File: src/rtl/johnson_decoder.sv
// ---------------------------------------------------------------------------
// johnson_decoder
//
// Receive-side checker for a WIDTH-stage Johnson (twisted-ring) counter bus.
// Each valid sample is decoded to a binary state index, checked for being a
// legal thermometer code and for being the expected successor of the last
// legal index. After LOCK_CNT consecutive correct steps the decoder reports
// lock.
//
// Ports:
//   clk        single clock, all state on the rising edge
//   r          synchronous active-high reset
//   in_code    sampled Johnson bus, in_code[0] is counter stage 0
//   in_valid   in_code is sampled this cycle
//   err_clr    clears err_cnt (loads 1 if an error is flagged the same edge)
//   state_idx  decoded index of the last valid sample (0 if it was illegal)
//   idx_valid  one-cycle pulse: state_idx updated
//   code_err   one-cycle pulse: last sample was not a legal Johnson code
//   seq_err    one-cycle pulse: last sample legal but not the successor
//   locked     registered copy of (FSM == LOCKED)
//   err_cnt    saturating count of code_err/seq_err pulses
// ---------------------------------------------------------------------------
module johnson_decoder #(
   parameter int unsigned WIDTH      = 8,
   parameter int unsigned LOCK_CNT   = 4,
   parameter bit          ALLOW_HOLD = 1'b0,
   localparam int         IDXW       = $clog2(2 * WIDTH)
) (
   input  logic              clk,
   input  logic              r,
   input  logic [0:WIDTH-1]  in_code,
   input  logic              in_valid,
   input  logic              err_clr,
   output logic [IDXW-1:0]   state_idx,
   output logic              idx_valid,
   output logic              code_err,
   output logic              seq_err,
   output logic              locked,
   output logic [7:0]        err_cnt
);

   typedef enum logic [1:0] {
      SEARCH = 2'd0,
      TRACK  = 2'd1,
      LOCKED = 2'd2
   } state_t;

   localparam logic [IDXW-1:0] LAST_IDX  = IDXW'(2 * WIDTH - 1);
   localparam logic [IDXW-1:0] TOTAL_IDX = IDXW'(2 * WIDTH);
   localparam logic [7:0]      LOCK_TGT  = 8'(LOCK_CNT);

   state_t          state_q, state_d;
   logic [IDXW-1:0] ref_q, ref_d;
   logic [7:0]      good_q, good_d;
   logic [IDXW-1:0] idx_q, idx_d;
   logic            idx_valid_q, idx_valid_d;
   logic            code_err_q, code_err_d;
   logic            seq_err_q, seq_err_d;
   logic            locked_q;
   logic [7:0]      err_cnt_q, err_cnt_d;

   // Adjacent-stage transitions; a legal code has at most one.
   logic [WIDTH-2:0] chg;
   genvar gi;
   generate
      for (gi = 0; gi < WIDTH - 1; gi++) begin : g_chg
         assign chg[gi] = in_code[gi] ^ in_code[gi+1];
      end
   endgenerate

   logic            legal;
   logic [IDXW-1:0] ones_cnt;
   logic [IDXW-1:0] idx_dec;
   logic [IDXW-1:0] succ_idx;
   logic            is_succ;
   logic            is_hold;
   logic            err_pulse;

   assign legal    = ($countones(chg) <= 1);
   assign ones_cnt = IDXW'($countones(in_code));
   // Last stage set means the 0s-then-1s half: idx = WIDTH + zeros = 2*WIDTH - ones.
   // TOTAL_IDX may wrap to 0 when 2*WIDTH is a power of two; the modular
   // subtraction still yields the right index.
   assign idx_dec  = in_code[WIDTH-1] ? (TOTAL_IDX - ones_cnt) : ones_cnt;
   assign succ_idx = (ref_q == LAST_IDX) ? '0 : (ref_q + IDXW'(1));
   assign is_succ  = (idx_dec == succ_idx);
   assign is_hold  = ALLOW_HOLD && (idx_dec == ref_q);

   always_comb begin
      state_d     = state_q;
      ref_d       = ref_q;
      good_d      = good_q;
      idx_d       = idx_q;
      idx_valid_d = 1'b0;
      code_err_d  = 1'b0;
      seq_err_d   = 1'b0;

      if (in_valid) begin
         idx_valid_d = 1'b1;
         if (!legal) begin
            idx_d      = '0;
            code_err_d = 1'b1;
            state_d    = SEARCH;
            good_d     = '0;
         end else begin
            idx_d = idx_dec;
            ref_d = idx_dec;
            case (state_q)
               SEARCH: begin
                  state_d = TRACK;
                  good_d  = '0;
               end
               TRACK: begin
                  if (is_succ) begin
                     good_d = good_q + 8'd1;
                     if (good_q + 8'd1 == LOCK_TGT) begin
                        state_d = LOCKED;
                     end
                  end else if (!is_hold) begin
                     seq_err_d = 1'b1;
                     good_d    = '0;
                  end
               end
               LOCKED: begin
                  if (!is_succ && !is_hold) begin
                     seq_err_d = 1'b1;
                     state_d   = TRACK;
                     good_d    = '0;
                  end
               end
               default: begin
                  state_d = SEARCH;
                  good_d  = '0;
               end
            endcase
         end
      end
   end

   // Error counter sees the pulse being registered on this same edge, so
   // err_cnt and the pulse become visible together.
   assign err_pulse = code_err_d | seq_err_d;

   always_comb begin
      err_cnt_d = err_cnt_q;
      if (err_clr) begin
         err_cnt_d = err_pulse ? 8'd1 : 8'd0;
      end else if (err_pulse && (err_cnt_q != 8'hFF)) begin
         err_cnt_d = err_cnt_q + 8'd1;
      end
   end

   always_ff @(posedge clk) begin
      if (r) begin
         state_q     <= SEARCH;
         ref_q       <= '0;
         good_q      <= '0;
         idx_q       <= '0;
         idx_valid_q <= 1'b0;
         code_err_q  <= 1'b0;
         seq_err_q   <= 1'b0;
         locked_q    <= 1'b0;
         err_cnt_q   <= '0;
      end else begin
         state_q     <= state_d;
         ref_q       <= ref_d;
         good_q      <= good_d;
         idx_q       <= idx_d;
         idx_valid_q <= idx_valid_d;
         code_err_q  <= code_err_d;
         seq_err_q   <= seq_err_d;
         locked_q    <= (state_q == LOCKED);
         err_cnt_q   <= err_cnt_d;
      end
   end

   assign state_idx = idx_q;
   assign idx_valid = idx_valid_q;
   assign code_err  = code_err_q;
   assign seq_err   = seq_err_q;
   assign locked    = locked_q;
   assign err_cnt   = err_cnt_q;

endmodule
File: config.mk
export PLATFORM = sky130hd
export DESIGN_NAME = johnson_decoder
export DESIGN_NICKNAME = d
export VERILOG_FILES = /design/src/rtl/johnson_decoder.sv
export SDC_FILE = /design/constraint.sdc
export NUM_CORES = 1
export LEC_CHECK = 0
export ABC_AREA = 1
export CORE_MARGIN = 2
export CORE_UTILIZATION = 25
export DETAILED_ROUTE_END_ITERATION = 8
export GPL_ROUTABILITY_DRIVEN = 1
export GPL_TIMING_DRIVEN = 0
export SLEW_MARGIN = 20
export SYNTH_ARGS = -nofsm -noshare
export SYNTH_HDL_FRONTEND = slang
export SYNTH_SLANG_ARGS = --single-unit
File: constraint.sdc
create_clock -name clk -period 9.59 [get_ports clk]
set_input_delay 1.918 -clock clk [delete_from_list [all_inputs] [get_ports clk]]
set_output_delay 1.918 -clock clk [all_outputs]
set_load 0.05 [all_outputs]
==> impl_metrics.py, run 1 <==
metrics = {
    "timing": {
        "setup_slack_ps": 3290,
        "tns_ps": 0,
        "clock.fmax_ghz": 0.159,
        "min_period_ps": 6300,
        "rsz0062_at_grt": "no",
        "finalHoldViolCount": 0,
        "maxSlewViolCount": 0,
        "fin_crit_sh": 0.657,
        "setup_viol": 0,
        "whs_ps": 475,
        "clock-skew-final_ps": 5.21,
        "slew_headroom": 0.631,
        "worst_pin_slew_ps": 553,
    },
    "detailed_routing": {
        "dr_total_vias": 1881,
        "wl_met1_um": 2280,
        "wl_met2_um": 2070,
        "wl_per_cell_um": 10.1,
        "ant_nets": 0,
        "wl_um": 4530,
        "avgViaCountPerCell": 4.21,
        "drc": 0,
        "dr.pass1.iters": 4,
        "top_layer_used": "met4",
        "dr.first_iter.drc_count": 42,
        "wl_met3_um": 133,
    },
    "synthesis": {
        "synth_cell_types": 26,
        "synth_compound_area_frac": 0.0605,
        "avgSynthCellArea_um2": 6.85,
        "synth_top_family_by_area": "simple AND/OR/NAND/NOR gates",
        "yosys.area_share.simple": 0.352,
        "ys_warn_count": 0,
        "synth_xor_area_frac": 0.0498,
        "syn_nets": 340,
        "netlist_area_mm2": 0.00211,
        "synthCells": 308,
        "synth_mux_area_frac": 0,
        "synth_fa_ha_area_frac": 0.147,
        "ys_seq_area_frac": 0.285,
        "synth-seq-cells": 30,
    },
    "clock_network": {
        "cts_sinks": 30,
        "cts_hold_buf": 0,
        "cts_tree": "done",
        "clockRootBuffer": "clkbuf_8",
        "cts.reportedPaths.clkPinSlew_ps": 60,
        "cts_max_path_buffers": 2,
        "cts_max_level": 2,
        "cts_resized": 0,
        "clk_latency_ps": 290,
        "post_cts_buffers": 0,
        "cts_buffers": 5,
    },
    "cells_and_area": {
        "n_antenna_cell": 0,
        "syn_to_final_growth_pct": 24.4,
        "drive_above_1_share": 0.0906,
        "fin_area_mm2": 0.00263,
        "fin_nets": 374,
        "utilization": 0.319,
    },
    "place": {
        "dp_hpwl_um": 3660,
        "routabilityCongestion": 0.799,
        "pre_cts_ws_ps": 2980,
        "port_buffers": 27,
        "placed_area_mm2": 0.00251,
    },
    "setup_path": {
        "crit_path_max_incr_delay_ps": 610,
        "rrSetupSlack_ps": 7760,
        "cp-start-kind": "input port",
        "r2r_end": "good_q[2]",
        "r2r-start": "ref_q[0]",
        "path_class": "in -> reg",
        "critPathBufInv": 6,
        "cp_top_family": "adder cells",
        "cp.required_ps": 9760,
        "r2r_cells": 11,
        "arrival_ps": 6470,
        "path_cells": "clkdlybuf4s50_1 -> inv_2 -> fa_1 -> fa_1 -> fa_1 -> inv_1 -> ha_1 -> fa_1 -> inv_1 -> ha_1 -> nand2_1 -> nand2_1 -> nand2_1 -> nand2_1 -> nand3_2 -> nor2_2 -> nand4_1 -> nand2_2 -> inv_2 -> buf_6 -> o21ai_1 -> a21oi_1",
        "end_kind": "register",
        "cpMaxStageDelayCell": "clkdlybuf4s50_1",
        "crit_fanout": 10,
    },
    "floorplanning": {
        "start_util": 0.257,
        "die_x_um": 95.9,
        "io_pins": 28,
        "rows": 33,
        "die_h_um": 95.9,
        "dieArea_mm2": 0.00919,
        "core_mm2": 0.00822,
    },
    "pwr": {
        "seq_power_share": 0.315,
        "clockPowerShare": 0.285,
        "ir_drop_mv": 0.0628,
        "p_comb_frac": 0.401,
        "pwr_density_cell_mw_per_mm2": 175,
        "leakagePower_uw": 0.00116,
        "p_int_uw": 286,
        "netSwitchingFraction": 0.379,
        "p_sw_uw": 174,
    },
    "worst_hold_path": {
        "hold_path_class": "reg -> reg",
        "hp-start": "state_idx[1]",
        "hold_end": "state_idx[1]",
        "min_path_cells": 2,
    },
    "global_routing": {
        "grt_max_degree": 11,
        "overflow": 0,
        "grt_first_pass_wirelength_um": 8030,
        "antenna_found_initial": 0,
        "track_usage": 0.111,
        "grt_pass1_vias": 1834,
    },
    "job": {
        "maxCapViolCount": 0,
    },
    "status": {
        "status": "complete, no violations",
    },
}
-- sequential cells by signal (all words and copies together), names as in the netlist --
name / flops
code_err: 1
err_cnt: 8
good_q: 8
idx_valid: 1
locked: 1
ref_q: 4
seq_err: 1
state_idx: 4
state_q: 2
-- per-stage QoR --
stage | total power, uW | std cells
6_report | 460 | 447
5_1_grt | 500 | 447
4_1_cts | 468 | 447
3_5_place_dp | 333 | 440
3_3_place_gp | 328 | 440
2_1_floorplan | 286 | 308
-- layout make-up --
cell class / instances / area [um^2]
sequential: 30 / 601
fill: 871 / 5590
multi-input combinational: 220 / 1280
tap: 105 / 131
timing repair buffer: 27 / 270
clock buffer: 6 / 82.6
inverter: 55 / 206
buffer: 3 / 18.8
clock inverter: 1 / 30.0
-- layer usage --
layer	track usage	up-vias
li1	-	1015
met1	0.142	842
met2	0.182	18
met3	0.0266	6
met4	0.0357	0
met5	0	-
-- layout by cell type (no fill, tap or decap), drive strengths merged --
cell type      instances
a21o                   1
a21oi                 15
a22oi                  1
buf                    3
bufinv                 1
clkbuf                 6
clkdlybuf4s50         27
dfxtp                 30
fa                     8
ha                    12
inv                   55
nand2                 86
nand3                 23
nand3b                 3
nand4                  6
nor2                  42
nor3                   4
nor4                   1
o21ai                  6
xnor2                  3
xor2                   9
-- power by group through the flow --
| stage | registers [uW] | clock network [uW] | logic [uW] |
|---|---|---|---|
| finish | 145 | 131 | 184 |
| global route | 147 | 141 | 212 |
| CTS | 145 | 137 | 187 |
| detailed placement | 148 | 0 | 186 |
| global placement | 147 | 0 | 181 |
| floorplan | 166 | 0 | 120 |
-- synthesized netlist by cell type --
master	n	area share
nand2_1	78	0.14
inv_1	51	0.091
nor2_1	36	0.064
dfxtp_1	30	0.28
nand3_1	20	0.047
a21oi_1	14	0.033
ha_1	12	0.071
xor2_1	9	0.037
fa_1	8	0.076
nand2_2	6	0.018
nand4_1	6	0.018
nor2_2	6	0.018
o21ai_1	5	0.012
inv_2	4	0.0071
nor3_1	4	0.0095
nand3_2	3	0.014
nand3b_1	3	0.011
xnor2_1	3	0.012
buf_1	2	0.0036
nand2_4	2	0.011
a21o_1	1	0.0036
a21oi_2	1	0.0042
a22oi_1	1	0.0036
buf_6	1	0.0053
nor4_1	1	0.0030
o21ai_2	1	0.0042
-- cell families after synthesis --
kind of cell	after synthesis
and+or+nand+nor	165
buffers and inverters	58
DFF	30
AOI/OAI and AO/OA	23
adders and majority gates	20
xor gates and xnor gates	12
-- worst max-delay path by stage --
stage / depth (start not counted) / end / slack [ps] / start
2_1_floorplan: 21 / good_q[7] / 4080 / in_code[7]
3_3_place_gp: 22 / good_q[7] / 3060 / in_code[7]
3_5_place_dp: 22 / good_q[7] / 2980 / in_code[7]
4_1_cts: 22 / good_q[1] / 3260 / in_code[7]
5_1_grt: 22 / err_cnt[7] / 2990 / in_code[7]
6_report: 22 / good_q[2] / 3290 / in_code[7]
-- worst register-to-register path, stage by stage, from the launching register on --
cell and delay [ps]:
dfxtp_1 330, ha_1 300, nand3b_1 150, nand2_1 80, nand3_2 70, nor2_2 130
nand4_1 100, nand2_2 150, inv_2 70, buf_6 140, o21ai_1 130, a21oi_1 60
Power figures use the tool's default switching activity.
==> run 2, diff against run 1 <==
==> constraint.sdc (replaced) <==
create_clock -name clk -period 5.9 [get_ports clk]
set_input_delay 1.18 -clock clk [delete_from_list [all_inputs] [get_ports clk]]
set_output_delay 1.18 -clock clk [all_outputs]
set_load 0.05 [all_outputs]
==> results of run 2 <==
The final DEF is identical to that of run 1. Status: complete, no violations.
Main changes from that run: setup slack after placement 2980 ps -> 27.8 ps; setup slack after layout 3290 ps -> 335 ps; register-to-register setup slack 7760 ps -> 4070 ps; total power 460 uW -> 748 uW; worst IR drop on VDD 0.0628 mV -> 0.102 mV
==> run 3, diff against run 2 <==
--- a/config.mk
+++ b/config.mk
@@ -6,11 +6,14 @@
 export NUM_CORES = 1
 export LEC_CHECK = 0
 export ABC_AREA = 1
+export CAP_MARGIN = 30
 export CORE_MARGIN = 2
 export CORE_UTILIZATION = 25
 export DETAILED_ROUTE_END_ITERATION = 8
 export GPL_ROUTABILITY_DRIVEN = 1
 export GPL_TIMING_DRIVEN = 0
+export PLACE_DENSITY = 0.48
+export SETUP_SLACK_MARGIN = 0.3
 export SLEW_MARGIN = 20
 export SYNTH_ARGS = -nofsm -noshare
 export SYNTH_HDL_FRONTEND = slang
==> run 3 against run 2 <==
Effect of this change:
- sequential share of layout area is 0.13 points lower
- first-iteration DRC count is 45% higher
- sequential power hardly changed
- count of clock-buffer cells in the layout is 2 higher
- hold slack better by 4.7 ps
- largest cell class unchanged
- largest power group unchanged
==> impl_metrics.py, run 3 (same netlist as run 1, synthesis figures left out) <==
metrics = {
    "cells_and_area": {
        "final_cell_mix": "nand2_1 (78), inv_1 (51), nor2_1 (36)",
        "fin_nets": 375,
        "drive_above_1_share": 0.102,
        "syn_to_final_growth_pct": 25.1,
        "mostFrequentLayoutCell": "nand2_1",
        "n_antenna_cell": 0,
    },
    "detailed_routing": {
        "dr_total_vias": 1868,
        "dr.first_iter.drc_count": 61,
        "wl_per_cell_um": 10.0,
        "ant_nets": 0,
        "dr.pass1.iters": 4,
        "avgViaCountPerCell": 4.16,
        "drc": 0,
        "wl_um": 4510,
    },
    "clock_network": {
        "cts_hold_buf": 0,
        "cts.reportedPaths.clkPinSlew_ps": 70,
        "clk_latency_ps": 290,
        "cts_buffers": 5,
        "cts_sinks": 30,
        "cts_tree": "done",
        "clockRootBuffer": "clkbuf_8",
        "cts_max_level": 2,
        "cts_max_path_buffers": 2,
    },
    "global_routing": {
        "overflow": 0,
        "track_usage": 0.109,
        "grt_max_degree": 11,
        "grt_first_pass_wirelength_um": 7890,
        "grt_pass1_vias": 1791,
        "antenna_found_initial": 0,
    },
    "timing": {
        "slew_headroom": 0.626,
        "clock-skew-final_ps": 9.08,
        "finalHoldViolCount": 0,
        "clock.fmax_ghz": 0.189,
        "maxSlewViolCount": 0,
        "tns_ps": 0,
        "rsz0062_at_grt": "yes",
        "setup_slack_ps": 603,
        "min_period_ps": 5300,
        "setup_viol": 0,
        "fin_crit_sh": 0.898,
        "worst_pin_slew_ps": 562,
    },
    "pwr": {
        "pwr_density_cell_mw_per_mm2": 278,
        "leakagePower_uw": 0.00118,
        "ir_drop_mv": 0.162,
    },
    "place": {
        "pre_cts_ws_ps": 75.8,
        "dp_hpwl_um": 3490,
        "routabilityCongestion": 0.768,
        "port_buffers": 27,
    },
    "floorplanning": {
        "core_mm2": 0.00822,
        "start_util": 0.257,
        "die_x_um": 95.9,
        "rows": 33,
        "die_h_um": 95.9,
        "io_pins": 28,
        "dieArea_mm2": 0.00919,
    },
    "setup_path": {
        "cp.required_ps": 6060,
        "r2r_cells": 11,
        "arrival_ps": 5460,
        "crit_fanout": 10,
        "rrSetupSlack_ps": 4100,
        "r2r-start": "ref_q[0]",
        "r2r_end": "good_q[1]",
        "end_kind": "register",
        "cp-start-kind": "input port",
        "cp-startpoint": "in_code[6]",
        "path_class": "in -> reg",
    },
    "worst_hold_path": {
        "hold_path_class": "reg -> reg",
        "min_path_cells": 2,
        "hold_end": "state_idx[2]",
        "hp-start": "state_idx[2]",
    },
    "status": {
        "status": "complete, no violations",
    },
    "job": {
        "maxCapViolCount": 0,
    },
}
## run 3: cell types whose count changed in the layout (fill, tap and decap cells not counted), sizes merged
cell,previous run,this run
clkbuf,6,8
buf,3,4
bufinv,1,0
clkdlybuf4s50,27,26
dlymetal6s2s,0,1
## run 3: worst max path at each step
stage | depth (start not counted) | end
floorplan | 21 | good_q[7]
global placement | 22 | good_q[1]
detailed placement | 22 | good_q[7]
CTS | 22 | good_q[7]
global route | 22 | good_q[5]
finish | 22 | good_q[1]
## run 3: routing by layer
metal / routed length [um] / track usage / up-vias
li1: - / - / 1021
met1: 2260 / 0.138 / 823
met2: 2070 / 0.180 / 20
met3: 151 / 0.0368 / 4
met4: 21 / 0.0250 / 0
met5: 0 / 0 / -
## run 3: final cells by class
class / count / area [um^2]
plain buffers: 3 / 18.8
clock buffers: 8 / 110
fillers: 903 / 5580
inverters: 55 / 206
multi-input cells: 220 / 1290
flip-flops and latches: 30 / 601
well taps: 105 / 131
repair buffers: 28 / 280
## run 3: report_power, final
group,internal (uW),switching [uW]
Sequential,221,15.0
Combinational,110,189
Clock,118,80.7
## run 3: through the flow
step	cells	instance area [um^2]	hold slack, ps	total power (uW)	utilization
global placement	440	2510	467	537	0.306
floorplan	308	2110	458	465	-
finish	449	2640	479	733	0.321
global route	449	2640	501	802	0.321
CTS	448	2620	482	743	0.319
detailed placement	440	2510	466	539	0.306
## run 3: what timing repair did
action | in CTS | in global routing
gates resized for setup | 0 | 3
endpoints found under the setup margin | 0 | 18
setup buffers | 0 | 1
## run 3: worst max-delay path, cell delays in order
cell and delay (ps):
clkdlybuf4s50_1 530, inv_1 70, fa_1 530, fa_1 430, fa_1 500, inv_1 50
ha_1 210, fa_2 580, inv_1 50, ha_1 260, nand2_1 60, nand2_1 100
nand2_1 50, nand2_1 60, nand3_2 70, nor2_2 150, nand4_1 120, nand2_2 110
inv_2 60, buf_6 140, o21ai_2 120, nor2_2 40
